### config.mk
export PLATFORM = sky130hd
export DESIGN_NAME = registro_torneo
export DESIGN_NICKNAME = d
export VERILOG_FILES = /design/src/rtl/morra_pkg.sv /design/src/rtl/contatore_sat.sv /design/src/rtl/registro_torneo.sv
export SDC_FILE = /design/constraint.sdc
export NUM_CORES = 1
export LEC_CHECK = 0
export ABC_AREA = 1
export ABC_CLOCK_PERIOD_IN_PS = 4450
export CORE_UTILIZATION = 41
export CTS_BUF_LIST = sky130_fd_sc_hd__clkbuf_16
export CTS_CLUSTER_DIAMETER = 120
export DETAILED_ROUTE_END_ITERATION = 8
export PLACE_DENSITY = 0.66
export SLEW_MARGIN = 40
export SYNTH_ARGS = -nofsm -noshare
export SYNTH_HDL_FRONTEND = slang
export SYNTH_SLANG_ARGS = --single-unit
export TNS_END_PERCENT = 20
### constraint.sdc
create_clock -name clk -period 4.45 [get_ports clk]
set_input_delay 0.6675 -clock clk [delete_from_list [all_inputs] [get_ports clk]]
set_output_delay 0.6675 -clock clk [all_outputs]
set_load 0.02 [all_outputs]
### src/rtl/morra_pkg.sv
// Shared encodings, state type and tournament defaults for the Morracinese scoreboard.
package morra_pkg;

  localparam int VITTORIE_DEF    = 3;
  localparam int MAX_PARTITE_DEF = 7;

  typedef enum logic [1:0] {
    MOSSA_NULLA = 2'b00,
    SASSO       = 2'b01,
    CARTA       = 2'b10,
    FORBICE     = 2'b11
  } mossa_t;

  // Shared by manche, partita and torneo
  typedef enum logic [1:0] {
    RIS_NESSUNO = 2'b00,
    RIS_G1      = 2'b01,
    RIS_G2      = 2'b10,
    RIS_PARI    = 2'b11
  } risultato_t;

  typedef enum logic {
    GIOCO = 1'b0,
    FINE  = 1'b1
  } stato_t;

  // Tournament verdict from post-increment tallies
  function automatic logic [1:0] esito_torneo(input logic [2:0] v1,
                                              input logic [2:0] v2,
                                              input logic [2:0] g,
                                              input logic [2:0] vittorie,
                                              input logic [2:0] max_partite);
    if (v1 == vittorie)         return RIS_G1;
    else if (v2 == vittorie)    return RIS_G2;
    else if (g == max_partite) begin
      if (v1 > v2)              return RIS_G1;
      else if (v1 < v2)         return RIS_G2;
      else                      return RIS_PARI;
    end
    return RIS_NESSUNO;
  endfunction

endpackage

### src/rtl/contatore_sat.sv
// Up-counter with synchronous clear that sticks at all-ones instead of wrapping.
module contatore_sat #(
  parameter int W = 8
) (
  input  logic         clk,
  input  logic         clr,
  input  logic         en,
  output logic [W-1:0] count
);

  always_ff @(posedge clk) begin
    if (clr)
      count <= '0;
    else if (en && (count != {W{1'b1}}))
      count <= count + 1'b1;
  end

endmodule

### src/rtl/registro_torneo.sv
// Tournament scoreboard fed by the Morracinese FSMD: tallies matches and rounds
// and declares the winner, then freezes until the tournament reset.
module registro_torneo
  import morra_pkg::*;
#(
  parameter int VITTORIE    = VITTORIE_DEF,
  parameter int MAX_PARTITE = MAX_PARTITE_DEF
) (
  input  logic       clk,
  input  logic       reset,
  input  logic       reset_gioco,
  input  logic [1:0] manche,
  input  logic [1:0] partita,
  output logic [2:0] vinte1,
  output logic [2:0] vinte2,
  output logic [2:0] giocate,
  output logic [7:0] manche_valide,
  output logic [7:0] manche_pari,
  output logic       fine_partita,
  output logic [1:0] torneo
);

  localparam logic [2:0] VITT = 3'(VITTORIE);
  localparam logic [2:0] MAXP = 3'(MAX_PARTITE);

  stato_t     stato, stato_n;
  logic [1:0] partita_prev;
  logic       evento, conta_manche, conta_pari;
  logic [2:0] vinte1_n, vinte2_n, giocate_n;
  logic [1:0] torneo_n;

  always_comb begin
    stato_n   = stato;
    vinte1_n  = vinte1;
    vinte2_n  = vinte2;
    giocate_n = giocate;
    torneo_n  = torneo;
    // A result is scored only on its first cycle after an in-progress cycle
    evento = (stato == GIOCO) && !reset_gioco &&
             (partita != RIS_NESSUNO) && (partita_prev == RIS_NESSUNO);
    conta_manche = (stato == GIOCO) && !reset_gioco && (manche != RIS_NESSUNO);
    conta_pari   = conta_manche && (manche == RIS_PARI);
    if (evento) begin
      giocate_n = giocate + 3'd1;
      if (partita == RIS_G1)      vinte1_n = vinte1 + 3'd1;
      else if (partita == RIS_G2) vinte2_n = vinte2 + 3'd1;
      torneo_n = esito_torneo(vinte1_n, vinte2_n, giocate_n, VITT, MAXP);
      if (torneo_n != RIS_NESSUNO) stato_n = FINE;
    end
  end

  always_ff @(posedge clk) begin
    if (reset) begin
      stato        <= GIOCO;
      partita_prev <= RIS_NESSUNO;
      vinte1       <= '0;
      vinte2       <= '0;
      giocate      <= '0;
      fine_partita <= 1'b0;
      torneo       <= RIS_NESSUNO;
    end else begin
      stato        <= stato_n;
      partita_prev <= reset_gioco ? RIS_NESSUNO : partita;
      vinte1       <= vinte1_n;
      vinte2       <= vinte2_n;
      giocate      <= giocate_n;
      fine_partita <= evento;
      torneo       <= torneo_n;
    end
  end

  contatore_sat #(.W(8)) u_manche_valide (
    .clk   (clk),
    .clr   (reset),
    .en    (conta_manche),
    .count (manche_valide)
  );

  contatore_sat #(.W(8)) u_manche_pari (
    .clk   (clk),
    .clr   (reset),
    .en    (conta_pari),
    .count (manche_pari)
  );

endmodule

Word level (Yosys, flattened, before mapping) --
Index checks and enable logic that the tools add are counted.
Storage, ports and cells: bits of input ports 7, flip-flop bits (word level) 31, output and inout bits 28, word-level logic and storage cells 55
Cells by class: bitwise logic cells 1, mux-type cells 16, $add $sub $neg 5, reduce and logical (&&, ||, !) cells 14, $lt $le $gt $ge 2, equal/unequal tests 8
Operators by type and width (count):
- adder 8 x 1 -> 8 bit, second input constant | 2
- inequality test 8 bit, second input constant | 2
- two-way mux 3 bit | 5
- two-way mux 2 bit | 6
- adder 3 x 1 -> 3 bit, second input constant | 3
- logical AND 1 bit | 7
- == test 3 x 2 -> 1 bit, second input constant | 2
- nonzero test 2 bit | 3
- two-way mux 1 bit | 5
- == test 2 bit, second input constant | 2
- == test 3 bit, second input constant | 1
- greater-than comparator 3 bit | 1
- < comparator 3 bit | 1
- == test 2 x 1 -> 1 bit, second input constant | 1
- logical NOT 2 bit | 1
- AND reduction 2 bit | 1
- OR reduction 2 bit | 1
- logical NOT 1 bit | 1
- NOT 1 bit | 1

Depth between registers and ports, before layout --
Gate-level depths: netlist of run 1.
depth in word-level cells 15, mapped depth 13, depth with buffers taken out 13

By module --
Synthesis of run 1 repeated with hierarchy kept, for this count alone.
Unflattened totals: cells, all modules 280, area, all modules 1846.8 µm²
Modules (own cells, without submodules):
- contatore_sat | sequential area each 160.2 µm², cells each 77, area each 484.2 µm², instances 2
- registro_torneo | sequential area each 300.3 µm², cells each 126, area each 878.3 µm², instances 1

Worst setup path before layout of run 1 --
OpenSTA, ideal clock, no wires.
path type input to register, from in partita[1], to reg torneo[1], buffers on the path 0, setup time 132 ps, stages 12, data arrival time 1762 ps, slack 2556 ps, data required time 4318 ps, cells stage by stage inv_2 -> nand2_2 -> inv_2 -> nand2_1 -> nand2_1 -> nand2_1 -> ha_1 -> nand2_1 -> o21ai_0 -> nand3_1 -> nand3_1 -> a21oi_1
Between the ends: word-level cells in the longest chain between the ends 11, elaborated cells on any way between the ends 22, those cells by class order compare: 1; eq/ne: 4; mux: 14; reduce/logical: 3
Ends and longest elaborated chain:
- start, declared | line registro_torneo.sv:13 | input logic [1:0] partita,
- == test 2 bit | line registro_torneo.sv:46 | else if (partita == RIS_G2) vinte2_n = vinte2 + 3'd1;
- two-way mux 3 bit | line registro_torneo.sv:46
- two-way mux 3 bit | line registro_torneo.sv:45 | if (partita == RIS_G1) vinte1_n = vinte1 + 3'd1;
- two-way mux 3 bit | line registro_torneo.sv:43 | if (evento) begin
- greater-than comparator 3 bit | line morra_pkg.sv:36 | if (v1 > v2) return RIS_G1;
- two-way mux 2 bit | line morra_pkg.sv:36
- two-way mux 2 bit | line morra_pkg.sv:35 | else if (g == max_partite) begin
- two-way mux 2 bit | line morra_pkg.sv:34 | else if (v2 == vittorie) return RIS_G2;
- two-way mux 2 bit | line morra_pkg.sv:33 | if (v1 == vittorie) return RIS_G1;
- two-way mux 2 bit | line morra_pkg.sv:40 | return RIS_NESSUNO;
- two-way mux 2 bit | line registro_torneo.sv:43
- end signal, assigned | line registro_torneo.sv:68 | torneo <= torneo_n;
- end, declared | line registro_torneo.sv:20 | output logic [1:0] torneo
Parallel ways exist; a longest one is shown, timed or not. The select of a mux whose other input is x is not followed. A chain may end at the register's enable or synchronous reset.

Worst setup path after layout of run 1 --
from in partita[1], to reg torneo[0]
Between the ends: word-level cells in the longest chain between the ends 12, elaborated cells on any way between the ends 24, those cells by class order compare: 2; eq/ne: 4; mux: 15; reduce/logical: 3
Ends and longest elaborated chain:
- == test 2 bit | line registro_torneo.sv:46
- two-way mux 3 bit | line registro_torneo.sv:46
- two-way mux 3 bit | line registro_torneo.sv:45
- two-way mux 3 bit | line registro_torneo.sv:43
- < comparator 3 bit | line morra_pkg.sv:37 | else if (v1 < v2) return RIS_G2;
- two-way mux 1 bit | line morra_pkg.sv:37
- two-way mux 2 bit | line morra_pkg.sv:36
- two-way mux 2 bit | line morra_pkg.sv:35
- two-way mux 2 bit | line morra_pkg.sv:34
- two-way mux 2 bit | line morra_pkg.sv:33
- two-way mux 2 bit | line morra_pkg.sv:40
- two-way mux 2 bit | line registro_torneo.sv:43
Parallel ways exist; a longest one is shown, timed or not. The select of a mux whose other input is x is not followed.

==> results.json, run 1 <==
{
  "worstRegToRegCells": 13,
  "cp_max_fo": 4,
  "cts.clk_slew.worst_paths_ns": 0.05,
  "syn-cell-area_sq_um": 1690,
  "numPortBuffers": 34,
  "gp_congestion": 0.801,
  "maxSlewViolCount": 0,
  "regArea_sq_um": 621,
  "hold_ws_ns": 0.451,
  "setup_viol": 0,
  "p_sw_mw": 0.197,
  "p_per_area_nw_per_um2": 335,
  "num-fill-cells": 365,
  "dpl_worst_slack_ns": 1.83,
  "syn_nets": 245,
  "cp_data_arrival_time_ns": 2.54,
  "grt.total_usage": 0.182,
  "fmax_ghz": 0.427,
  "cts-resized-gates": 0,
  "fin_ws_ns": 2.11,
  "outcome": "complete, no violations",
  "p_seq_frac": 0.408,
  "gr-total-overflow": 0,
  "cts_hold_buf": 0,
  "multi_input_area_sq_um": 918,
  "endpoint_kind": "register",
  "drive_gt1_frac": 0.108,
  "nets": 283,
  "synth-edff-count": 0,
  "cap_viol_max_count": 0,
  "totalWireLength_um": 3490,
  "holdPathEnd": "stato",
  "r2r_end": "torneo[0]",
  "die_h_um": 66.2,
  "hp-class": "register to register",
  "area_growth_pct": 30.5,
  "wl_per_cell_um": 11.0,
  "synth-seq-area-share": 0.367,
  "cts_buffers": 5,
  "hold_viol_final": 0,
  "coreArea_sq_um": 3800,
  "timing.rr.start": "vinte2[0]",
  "hp-start": "stato",
  "instances_no_fill": 316,
  "ys_ff_latch": 31,
  "post-cts-setup-buffers": 0,
  "reg2reg_slack_ns": 2.56,
  "grt_max_degree": 18,
  "via_per_inst": 4.89,
  "total_power_mw": 0.739,
  "cts_sinks": 31,
  "drcViolationCount": 0,
  "place_inst": 308,
  "dr.pass1.iters": 4,
  "fp.dieArea_sq_um": 4390,
  "antenna_found_initial": 0,
  "p_leak_nw": 0.913,
  "start_util": 0.445,
  "async_flop_share": 0,
  "cts_root_buffer": "clkbuf_16",
  "skew_ns": 0.00498,
  "maxSlewHeadroom": 0.641,
  "cts_tree": "yes",
  "io_pins": 35,
  "worst_pin_slew_ns": 0.537,
  "tns_ns": 0,
  "path_class": "primary input to register",
  "final_common_cell": "nand2_1",
  "first_iter_violations": 99,
  "die_x_um": 66.2,
  "cts_max_level": 2,
  "syn-instance-count": 229,
  "swShare": 0.266,
  "yosysWarnings": 0,
  "peakVddDrop_mv": 0.199,
  "p_clk_frac": 0.428,
  "yosys_most_used_dff": "dfxtp_1",
  "required_ns": 4.65,
  "grt_pass1_vias": 1420,
  "ys_types": 33,
  "grt_setup_unrepaired": "no",
  "grt_pass1_wl_um": 6180,
  "min_period_ns": 2.34,
  "clk_latency_ns": 0.27,
  "mostFrequentLayoutCells": "nand2_1 (58), clkdlybuf4s50_1 (34), dfxtp_1 (31)",
  "hold_depth": 2,
  "ant_nets": 0,
  "clockBufferDepth": 2,
  "comb_power_share": 0.165,
  "postSynthAreaPerCell_sq_um": 7.39,
  "startpoint_type": "primary input",
  "place_hpwl_um": 2500,
  "p_int_mw": 0.542,
  "rows": 22,
  "min_period_over_period": 0.527,
  "n_antenna_cell": 0,
  "vias": 1545
}
## routing by layer
metal,share of wire,vias to the layer above,track usage
met5,0,-,0
met4,0.010,0,0.0691
met3,0.041,4,0.0414
met2,0.47,25,0.306
met1,0.48,696,0.223
li1,-,820,-
## sequential cells by signal, indices dropped and copies added (netlist names)
register / count
giocate: 3
partita_prev: 2
stato: 1
u_manche_pari.count: 8
fine_partita: 1
u_manche_valide.count: 8
vinte1: 3
torneo: 2
vinte2: 3
## how the worst max path moves through the flow
stage	startpoint	slack, ns	end	cells after the start
floorplan	partita[1]	2.56	torneo[1]	12
global placement	partita[1]	1.91	torneo[0]	13
detailed placement	partita[1]	1.83	torneo[0]	13
CTS	partita[1]	2.09	torneo[0]	13
global route	partita[1]	1.89	torneo[0]	13
finish	partita[1]	2.11	torneo[0]	13
## synth_stat cells (2+ instances only)
cell      number  share of area
a21oi_1       21          0.062
a21oi_2        4          0.021
a31oi_1        2         0.0074
dfxtp_1       31           0.37
ha_1           9          0.067
inv_1         25          0.055
inv_2          4         0.0089
inv_4          2         0.0074
nand2_1       58           0.13
nand2_2        2         0.0074
nand3_1       11          0.033
nand3b_1       2         0.0089
nand4_1        2         0.0074
nor2_1        14          0.031
nor2_2         2         0.0074
nor3_1         4          0.012
o21ai_0       10          0.030
o21ai_1        4          0.012
o21ai_4        2          0.019
xnor2_1        4          0.021
xor2_1         4          0.021
## worst max-delay path, stage by stage
cell and delay (ns):
clkdlybuf4s50_1 0.53, inv_2 0.07, nand2_2 0.09, inv_2 0.06, nand3b_1 0.09, nand2_1 0.09, ha_1 0.33, nand2_1 0.06
o21ai_0 0.23, nand3_1 0.11, nand2_1 0.07, nand2_1 0.05, a21oi_1 0.11
## layout make-up
class	instances	area share
clock buffer	5	0.0567
clock inverter	3	0.00567
inverter	33	0.0590
multi-input combinational	162	0.416
sequential	31	0.281
tap	48	0.0272
timing repair buffer	34	0.154
## power by group through the flow
stage	registers [mW]	logic (mW)	clock network, mW
after detailed placement	0.307	0.120	0
after global routing	0.303	0.138	0.333
after CTS	0.301	0.123	0.323
after global placement	0.307	0.119	0
final	0.301	0.122	0.316
after floorplan	0.318	0.0676	0
## stage by stage
step                      utilization  area [sq um]
after CTS                       0.581          2210
after global placement          0.545          2070
after global routing            0.581          2210
final                           0.581          2210
after floorplan                     -          1690
after detailed placement        0.545          2070
## logic make-up after synthesis
kind of cell / after synthesis / share of synthesized area
compound gates: 44 / 0.161
buf+inv: 36 / 0.0902
flops: 31 / 0.367
simple gates: 101 / 0.274
fa+ha+maj: 9 / 0.0666
xor+xnor: 8 / 0.0414
(Power assumes the default switching activity.)
==> run 2: changes to the inputs <==
--- a/config.mk
+++ b/config.mk
@@ -6,7 +6,7 @@
 export NUM_CORES = 1
 export LEC_CHECK = 0
 export ABC_AREA = 1
-export ABC_CLOCK_PERIOD_IN_PS = 4450
+export ABC_CLOCK_PERIOD_IN_PS = 2200
 export CORE_UTILIZATION = 41
 export CTS_BUF_LIST = sky130_fd_sc_hd__clkbuf_16
 export CTS_CLUSTER_DIAMETER = 120
==> constraint.sdc (replaced) <==
create_clock -name clk -period 2.2 [get_ports clk]
set_input_delay 0.33 -clock clk [delete_from_list [all_inputs] [get_ports clk]]
set_output_delay 0.33 -clock clk [all_outputs]
set_load 0.02 [all_outputs]
==> run 2 against run 1 <==
  * Critical path depth is the same
  * Total power rose by 100%
  * Register-to-register slack got worse by 2.1 ns
  * Worst setup slack worse by 1.8 ns
  * Clock skew is 0.0018 ns lower
  * Die area unchanged
  * Clock-buffer cell count unchanged
  * Critical path type unchanged
  * Critical endpoint unchanged
==> results.json, run 2 (same netlist as run 1, synthesis figures left out) <==
{
  "fmax_ghz": 0.531,
  "cts.clk_slew.worst_paths_ns": 0.05,
  "critPathTopFamily": "buffers and inverters",
  "hp-start": "stato",
  "crit_slowest_cell": "clkdlybuf4s50_1",
  "maxSlewHeadroom": 0.639,
  "n_antenna_cell": 0,
  "start_util": 0.445,
  "peakVddDrop_mv": 0.461,
  "cts_max_level": 2,
  "totalWireLength_um": 3310,
  "first_iter_violations": 93,
  "grt_pass1_vias": 1355,
  "cts_hold_buf": 0,
  "holdPathEnd": "stato",
  "wl_per_cell_um": 10.4,
  "reg2reg_slack_ns": 0.43,
  "maxSlewViolCount": 0,
  "die_x_um": 66.2,
  "drcViolationCount": 0,
  "cts_sinks": 31,
  "dr.pass1.iters": 4,
  "area_growth_pct": 31.7,
  "worstRegToRegCells": 13,
  "worst_pin_slew_ns": 0.541,
  "skew_ns": 0.00322,
  "crit_buf_inv": 3,
  "drive_gt1_frac": 0.119,
  "total_power_mw": 1.48,
  "io_pins": 35,
  "gp_congestion": 0.805,
  "mostFrequentLayoutCells": "nand2_1 (58), clkdlybuf4s50_1 (34), dfxtp_1 (31)",
  "setup_viol": 0,
  "p_leak_nw": 0.923,
  "gr-total-overflow": 0,
  "cts_tree": "yes",
  "cts_root_buffer": "clkbuf_16",
  "hp-class": "register to register",
  "final_common_cell": "nand2_1",
  "place_hpwl_um": 2440,
  "die_h_um": 66.2,
  "outcome": "complete, no violations",
  "grt_pass1_wl_um": 5800,
  "clockBufferDepth": 2,
  "crit_top_cell": "nand2_1",
  "numPortBuffers": 34,
  "dpl_worst_slack_ns": -0.0299,
  "final_util": 0.587,
  "cp_max_fo": 4,
  "startpoint_type": "primary input",
  "grt.total_usage": 0.177,
  "cap_viol_max_count": 0,
  "path_cells": "clkdlybuf4s50_1 -> inv_2 -> nand2_2 -> inv_2 -> nand3b_1 -> nand2_1 -> ha_1 -> nand2_1 -> o21ai_1 -> nand3_1 -> nand2_1 -> nand2_1 -> a21oi_1",
  "max_stage_delay_ns": 0.53,
  "grt_max_degree": 18,
  "min_period_ns": 1.88,
  "required_ns": 2.40,
  "endpoint_kind": "register",
  "r2r_end": "torneo[0]",
  "cts-resized-gates": 0,
  "antenna_found_initial": 0,
  "hold_depth": 2,
  "fp.dieArea_sq_um": 4390,
  "nets": 287,
  "ant_nets": 0,
  "timing.rr.start": "vinte2[0]",
  "coreArea_sq_um": 3800,
  "path_class": "primary input to register",
  "cp_data_arrival_time_ns": 2.09,
  "grt_setup_unrepaired": "no",
  "via_per_inst": 4.78,
  "post-cts-setup-buffers": 0,
  "rows": 22,
  "postPlaceCellArea_sq_um": 2100,
  "min_period_over_period": 0.856,
  "hold_viol_final": 0,
  "reg.largest.list": "u_manche_pari.count (8), u_manche_valide.count (8)",
  "fin_area_sq_um": 2230,
  "cts_buffers": 5,
  "vias": 1521,
  "p_per_area_nw_per_um2": 664,
  "fin_ws_ns": 0.317,
  "clk_latency_ns": 0.27
}
## run 2: final cells by class
type	count	area, sq um
fill	378	1570
multi-input combinational	162	918
sequential	31	621
timing repair buffer	38	370
inverter	33	130
clock buffer	5	125
tap	48	60.1
clock inverter	1	3.75
## run 2: worst reg2reg max path, cell delays in order (launching register included)
cell     delay [ns]
dfxtp_1        0.40
ha_1           0.20
inv_1          0.04
nand2_1        0.05
nand2_1        0.05
nand2_1        0.05
nand2_1        0.07
ha_1           0.33
a21oi_1        0.14
o21ai_1        0.09
nand3_1        0.09
nand2_1        0.05
nand2_1        0.05
a21oi_1        0.06
## run 2: through the flow
| stage | hold WS [ns] | TNS, ns | instances |
|---|---|---|---|
| after floorplan | 0.399 | 0 | 229 |
| after global placement | 0.439 | 0 | 312 |
| after detailed placement | 0.444 | -0.0403 | 312 |
| after CTS | 0.451 | 0 | 318 |
| after global routing | 0.491 | 0 | 318 |
| final | 0.452 | 0 | 318 |
## run 2: power breakdown
part           switching (mW)  total [mW]  internal (mW)  leakage [nW]
registers              0.0216       0.609          0.588         0.253
logic                   0.142       0.250          0.108         0.603
clock network           0.220       0.620          0.400        0.0669
total                   0.383        1.48           1.10         0.923
## run 2: how the worst max path moves through the flow
stage	startpoint	to	cells past startpoint
after floorplan	vinte2[0]	torneo[0]	13
after global placement	partita[1]	torneo[0]	13
after detailed placement	partita[1]	torneo[0]	13
after CTS	partita[1]	torneo[0]	13
after global routing	partita[1]	torneo[0]	13
final	partita[1]	torneo[0]	13
## run 2: layer usage
metal  wire, um  up-vias  track usage
li1           -      828            -
met3        126        6       0.0672
met5          0        -            0
met4         54        0       0.0559
met1       1610      667        0.213
met2       1510       20        0.290
==> run 3: changes to the inputs <==
--- a/config.mk
+++ b/config.mk
@@ -7,6 +7,7 @@
 export LEC_CHECK = 0
 export ABC_AREA = 1
 export ABC_CLOCK_PERIOD_IN_PS = 2200
+export CAP_MARGIN = 25
 export CORE_UTILIZATION = 41
 export CTS_BUF_LIST = sky130_fd_sc_hd__clkbuf_16
 export CTS_CLUSTER_DIAMETER = 120
==> results of run 3 <==
Final layout, timing and power as in run 2 (identical DEF).
